--- config.mk ---
export PLATFORM = sky130hd
export DESIGN_NAME = clock_set_ctrl
export DESIGN_NICKNAME = d
export VERILOG_FILES = /design/src/rtl/clock_set_ctrl.sv
export SDC_FILE = /design/constraint.sdc
export NUM_CORES = 1
export LEC_CHECK = 0
export CORE_MARGIN = 4
export CORE_UTILIZATION = 40
export DETAILED_ROUTE_END_ITERATION = 12
export HOLD_SLACK_MARGIN = 0.03
export MAX_ROUTING_LAYER = met4
export PLACE_DENSITY = 0.66
export SLEW_MARGIN = 10
export SYNTH_ARGS = -nofsm -noshare
export SYNTH_HDL_FRONTEND = slang
export SYNTH_SLANG_ARGS = --single-unit
export TNS_END_PERCENT = 5
--- constraint.sdc ---
create_clock -name clk -period 5.32 [get_ports clk]
set_clock_uncertainty 0.15 [all_clocks]
set_input_delay 0.798 -clock clk [delete_from_list [all_inputs] [get_ports clk]]
set_output_delay 0.798 -clock clk [all_outputs]
set_load 0.005 [all_outputs]
--- src/rtl/clock_set_ctrl.sv ---
// Clock-setting controller for a digital clock with one alarm.
// It produces the 1-second tick for the timekeeper and runs the mode FSM that
// edits the time and alarm settings. A new time reaches the timekeeper through
// a one-cycle load strobe. The controller also raises the alarm when the
// current time matches the alarm setting.
module clock_set_ctrl #(
  parameter int TICK_DIV = 10
) (
  input  logic       clk,
  input  logic       rst,
  input  logic       mode_btn,
  input  logic       inc_btn,
  input  logic       stop_btn,
  input  logic       alm_en,
  input  logic [6:0] cur_sec,
  input  logic [6:0] cur_min,
  input  logic [4:0] cur_hr,
  output logic       tick,
  output logic       ld,
  output logic [4:0] ld_hr,
  output logic [6:0] ld_min,
  output logic [6:0] ld_sec,
  output logic [2:0] mode,
  output logic [4:0] edit_hr,
  output logic [6:0] edit_min,
  output logic       alarm
);

  typedef enum logic [2:0] {
    RUN     = 3'd0,
    SET_HR  = 3'd1,
    SET_MIN = 3'd2,
    ALM_HR  = 3'd3,
    ALM_MIN = 3'd4
  } state_t;

  localparam int CW = (TICK_DIV > 2) ? $clog2(TICK_DIV) : 1;
  localparam logic [CW-1:0] CNT_LAST = CW'(TICK_DIV - 1);
  localparam logic [CW-1:0] CNT_PRE  = CW'(TICK_DIV - 2);

  state_t        state;
  logic [CW-1:0] cnt;
  logic [4:0]    alm_hr;
  logic [6:0]    alm_min;

  // Anything at or above the top of the range wraps to 0. This also recovers
  // out-of-range values that were copied in from the timekeeper.
  function automatic logic [4:0] next_hr(input logic [4:0] h);
    return (h >= 5'd23) ? 5'd0 : h + 5'd1;
  endfunction

  function automatic logic [6:0] next_min(input logic [6:0] m);
    return (m >= 7'd59) ? 7'd0 : m + 7'd1;
  endfunction

  assign mode = state;

  // Prescaler: runs only while in RUN and holds at 0 elsewhere. The tick is
  // registered one count early, so it is high in the cycle where the count
  // equals TICK_DIV-1.
  always_ff @(posedge clk or posedge rst) begin
    if (rst) begin
      cnt  <= '0;
      tick <= 1'b0;
    end else if (state == RUN && !mode_btn) begin
      // NOTE: sequential state uses non-blocking assignments. Every register
      // then samples pre-edge values, whatever order the statements are in.
      cnt  <= (cnt == CNT_LAST) ? '0 : cnt + 1'b1;
      tick <= (cnt == CNT_PRE);
    end else begin
      cnt  <= '0;
      tick <= 1'b0;
    end
  end

  // Mode FSM: advances on mode_btn and edits the selected field on inc_btn.
  // It also moves values between the edit, alarm and load registers on mode
  // changes. mode_btn wins over inc_btn because the increment sits in the else arm.
  always_ff @(posedge clk or posedge rst) begin
    if (rst) begin
      state    <= RUN;
      ld       <= 1'b0;
      ld_hr    <= '0;
      ld_min   <= '0;
      ld_sec   <= '0;
      edit_hr  <= '0;
      edit_min <= '0;
      alm_hr   <= '0;
      alm_min  <= '0;
    end else begin
      // NOTE: the strobe defaults low each cycle. It is raised only on the
      // SET_MIN->ALM_HR edge, which gives a single-cycle pulse with no extra logic.
      ld <= 1'b0;
      unique case (state)
        RUN: begin
          if (mode_btn) begin
            state    <= SET_HR;
            edit_hr  <= cur_hr;
            edit_min <= cur_min;
          end
        end
        SET_HR: begin
          if (mode_btn)     state   <= SET_MIN;
          else if (inc_btn) edit_hr <= next_hr(edit_hr);
        end
        SET_MIN: begin
          if (mode_btn) begin
            state    <= ALM_HR;
            ld       <= 1'b1;
            ld_hr    <= edit_hr;
            ld_min   <= edit_min;
            ld_sec   <= '0;
            edit_hr  <= alm_hr;
            edit_min <= alm_min;
          end else if (inc_btn) begin
            edit_min <= next_min(edit_min);
          end
        end
        ALM_HR: begin
          if (mode_btn)     state   <= ALM_MIN;
          else if (inc_btn) edit_hr <= next_hr(edit_hr);
        end
        ALM_MIN: begin
          if (mode_btn) begin
            state   <= RUN;
            alm_hr  <= edit_hr;
            alm_min <= edit_min;
          end else if (inc_btn) begin
            edit_min <= next_min(edit_min);
          end
        end
        default: state <= RUN;
      endcase
    end
  end

  // Alarm: set on the tick that lands on hh:mm:00 of the alarm time. Any
  // clear condition overrides a coincident set.
  always_ff @(posedge clk or posedge rst) begin
    if (rst) begin
      alarm <= 1'b0;
    end else if (stop_btn || !alm_en || cur_min != alm_min || state != RUN) begin
      alarm <= 1'b0;
    end else if (tick && cur_hr == alm_hr && cur_sec == 7'd0) begin
      alarm <= 1'b1;
    end
  end

endmodule

==> impl_metrics.yaml <==
outcome:
  status: "complete, no violations"
yosys:
  synth_xor_area_frac: 0.05331
  syn_inst: 256
  yosysTopAreaCell: "dfrtp_1"
  ys_warn_count: 0
  ys_top_cells_by_area: "dfrtp_1, mux2_2, xnor2_1, nand2_1, buf_4"
  synth_compound_gate_area_share: 0.1856
  synthSimpleGateAreaFrac: 0.1514
  synth-seq-cells: 46
  synth-seq-area-share: 0.4379
  synth_adder_area_share: 0.009519
  synth.cell_area_um2: 2629
  syn_avg_cell_area_um2: 10.27
  ys_async_sr_fraction: 1.000
  yosysUniqueCellTypes: 56
  synthMuxAreaShare: 0.1071
  number_of_synthesized_flops_with_an_enable_pin: 0
  synth_largest_type_area_fraction: 0.4379
  dominantRegCellSynth: "dfrtp_1"
  synth_top_family_by_area: "compound AO/OA/AOI/OAI gates"
critical_path:
  cp_max_fo: 15
  rrSetupSlack_ns: 2.79
  critPathLaunchType: "input pin"
  r2r-start: "mode[2]"
  type_of_element_capturing_the_critical_path: "flip-flop"
  required_ns: 5.39
  cp.arrival_ns: 2.95
  reg2reg_to: "alm_min[0]"
  ff2ff_path_depth: 3
  critical_setup_path_kind: "in2reg"
cts:
  cts_root_buffer_type: "clkbuf_8"
  cts_hold_fix_bufs: 0
  worst_skew_pair.late_latency_ns: 0.30
  htreeDepth: 2
  post_cts_resized: 0
  clk_transition_reported_paths_ns: 0.09
  clock_tree.buffer_depth: 2
  cts_tree: "done"
  cts.sinks: 46
  tritoncts.num_buffers: 5
  post-cts-setup-buffers: 0
placed_design:
  place_ws_ns: 2.233
  io_buffers: 54
  gpl.final_weighted_congestion: 0.8904
  placed_cell_area_um2: 3196
  dp.final_hpwl_um: 4473
  dpl.cell_count: 374
cells_and_area:
  stdcell_area_um2: 3301
  share_of_layout_cells_above_drive_strength_1: 0.1344
  n_antenna_cell: 0
  layout.filler_cells: 571
  sequential_cell_area_um2: 1151
  final_util: 0.5198
  syn2layout_area_growth_pct: 25.56
  multi_input_area_um2: 1374
  num-nets-final: 331
  post_layout_nonfiller_instances: 382
die:
  initial_core_util: 0.4140
  dieWidth_um: 89.07
  dieArea_um2: 7933
  core_region_area_um2: 6350
  num_rows: 29
  io-pin-count: 62
  floorplan.die.height_um: 89.07
detailed_routing:
  wl_per_cell_um: 16.58
  drt_pre_antenna_iters: 4
  drt-vias-per-instance: 5.584
  postRouteWirelength_um: 6335
  detail-route-antenna-nets: 0
  num_vias: 2133
  drcViolationCount: 0
  drt_iter0_drc: 175
global_route:
  grt_max_degree: 47
  grt_pass1_wl_um: 10350
  overflow: 0
  initial_antenna_violation_count: 0
  grt_pass1_vias: 2134
  gr_util_all_layers: 0.1737
timing:
  worst-slew-pin-transition_ns: 0.9541
  fin_crit_sh: 0.5419
  worst_hold_slack_ns: 0.3613
  rsz0062_at_grt: "no"
  setup_tns_ns: 0
  fmax_mhz: 346.9
  maxSlewViolCount: 0
  timing.final.hold_violations: 0
  relSlewSlack: 0.3630
  finalWorstPathRequiredPeriod_ns: 2.883
  final_worst_setup_slack_ns: 2.437
  setup_viol_count_final: 0
min_path:
  whs_endpoint: "ld_hr[1]"
  hold_depth: 1
  worstHoldStart: "ld_hr[1]"
  hold_path.class: "reg2reg"
pwr:
  power.static_leakage_nw: 1.345
  p_per_area_nw_per_um2: 530.5
  total_design_power_mw: 1.751
  worst_ir_drop_vdd_mv: 0.2496
job:
  max_cap_viol_count: 0
-- metal layers --
metal / wire length, µm / global-route usage / vias up
met1: 2891 / 0.2415 / 1024
li1: - / - / 1028
met4: 46 / 0.04195 / 0
met2: 3045 / 0.2618 / 76
met5: 0 / - / -
met3: 352 / 0.03502 / 5
-- cells in the final DEF, fill, tap and decap left out, types with 2 or more instances in the layout --
cell type,count
clkdlybuf4s50_1,54
dfrtp_1,46
mux2_2,25
nand2_1,24
o21ai_0,13
xnor2_1,12
nor2_1,9
a21oi_1,8
conb_1,7
clkbuf_8,7
inv_1,6
a22oi_1,6
o211ai_1,5
a211oi_1,5
nand2b_1,5
nor4_1,5
nor2b_1,4
xor2_1,4
nor3b_1,3
nand4_1,3
nand3_1,3
a22o_1,3
a221oi_1,3
a211o_1,2
nor3_1,2
o21bai_1,2
and2_1,2
o2111ai_1,2
o211ai_2,2
nand3b_1,2
nor4b_1,2
a31oi_1,2
o22a_1,2
ha_1,2
-- worst max-delay path by stage --
| stage | from | to | slack (ns) | cells past startpoint |
|---|---|---|---|---|
| 2_1_floorplan | mode_btn | edit_min[2] | 3.19 | 4 |
| 3_3_place_gp | mode_btn | edit_min[5] | 2.36 | 5 |
| 3_5_place_dp | mode_btn | edit_min[4] | 2.23 | 5 |
| 4_1_cts | mode_btn | edit_min[4] | 2.52 | 5 |
| 5_1_grt | mode_btn | edit_min[6] | 2.33 | 5 |
| 6_report | mode_btn | edit_min[4] | 2.44 | 5 |
-- cell usage after synthesis (all sizes together), types with 2 or more instances --
| cell type | instances |
|---|---|
| dfrtp | 46 |
| mux2 | 25 |
| nand2 | 24 |
| buf | 15 |
| o21ai | 14 |
| xnor2 | 12 |
| nor2 | 10 |
| a21oi | 8 |
| inv | 7 |
| o211ai | 7 |
| a22oi | 6 |
| a211oi | 5 |
| clkbuf | 5 |
| nand2b | 5 |
| nor4 | 5 |
| a221oi | 4 |
| nor2b | 4 |
| xor2 | 4 |
| a22o | 3 |
| nand3 | 3 |
| nand4 | 3 |
| nor3b | 3 |
| a211o | 2 |
| a31oi | 2 |
| and2 | 2 |
| ha | 2 |
| nand3b | 2 |
| nor3 | 2 |
| nor4b | 2 |
| o2111ai | 2 |
| o21bai | 2 |
| o22a | 2 |
| or3b | 2 |
-- state kept, by name, indices dropped and copies added, names as in the netlist --
signal	flops
ld	1
edit_hr	5
alarm	1
ld_min	7
edit_min	7
mode	3
cnt	4
alm_min	7
tick	1
alm_hr	5
ld_hr	5
-- worst max-delay path: stages --
cell and delay, ns:
clkdlybuf4s50_1 0.65, o21ai_0 0.30, nor3b_1 0.77, o21ai_0 0.22, a22oi_1 0.21
-- power breakdown --
group | total, mW | switching, mW | internal [mW]
Sequential | 0.704 | 0.212 | 0.491
Clock | 0.237 | 0.118 | 0.119
Combinational | 0.810 | 0.348 | 0.463
Total | 1.75 | 0.678 | 1.07
-- layout make-up --
| cell class | count | share of cell area |
|---|---|---|
| Clock buffer | 7 | 0.02919 |
| Clock inverter | 1 | 0.002654 |
| Inverter | 7 | 0.007961 |
| Multi-Input combinational cell | 189 | 0.4162 |
| Sequential cell | 46 | 0.3487 |
| Tap cell | 77 | 0.02919 |
| Timing Repair Buffer | 55 | 0.1660 |
-- kinds of logic after synthesis --
family | count (synthesis)
and+or+nand+nor | 73
xor gates and xnor gates | 16
adders and majority gates | 2
buffers and inverters | 27
other | 1
AOI/OAI and AO/OA | 66
DFF | 46
muxes | 25
Note: power is estimated with default switching activity, not from simulation.
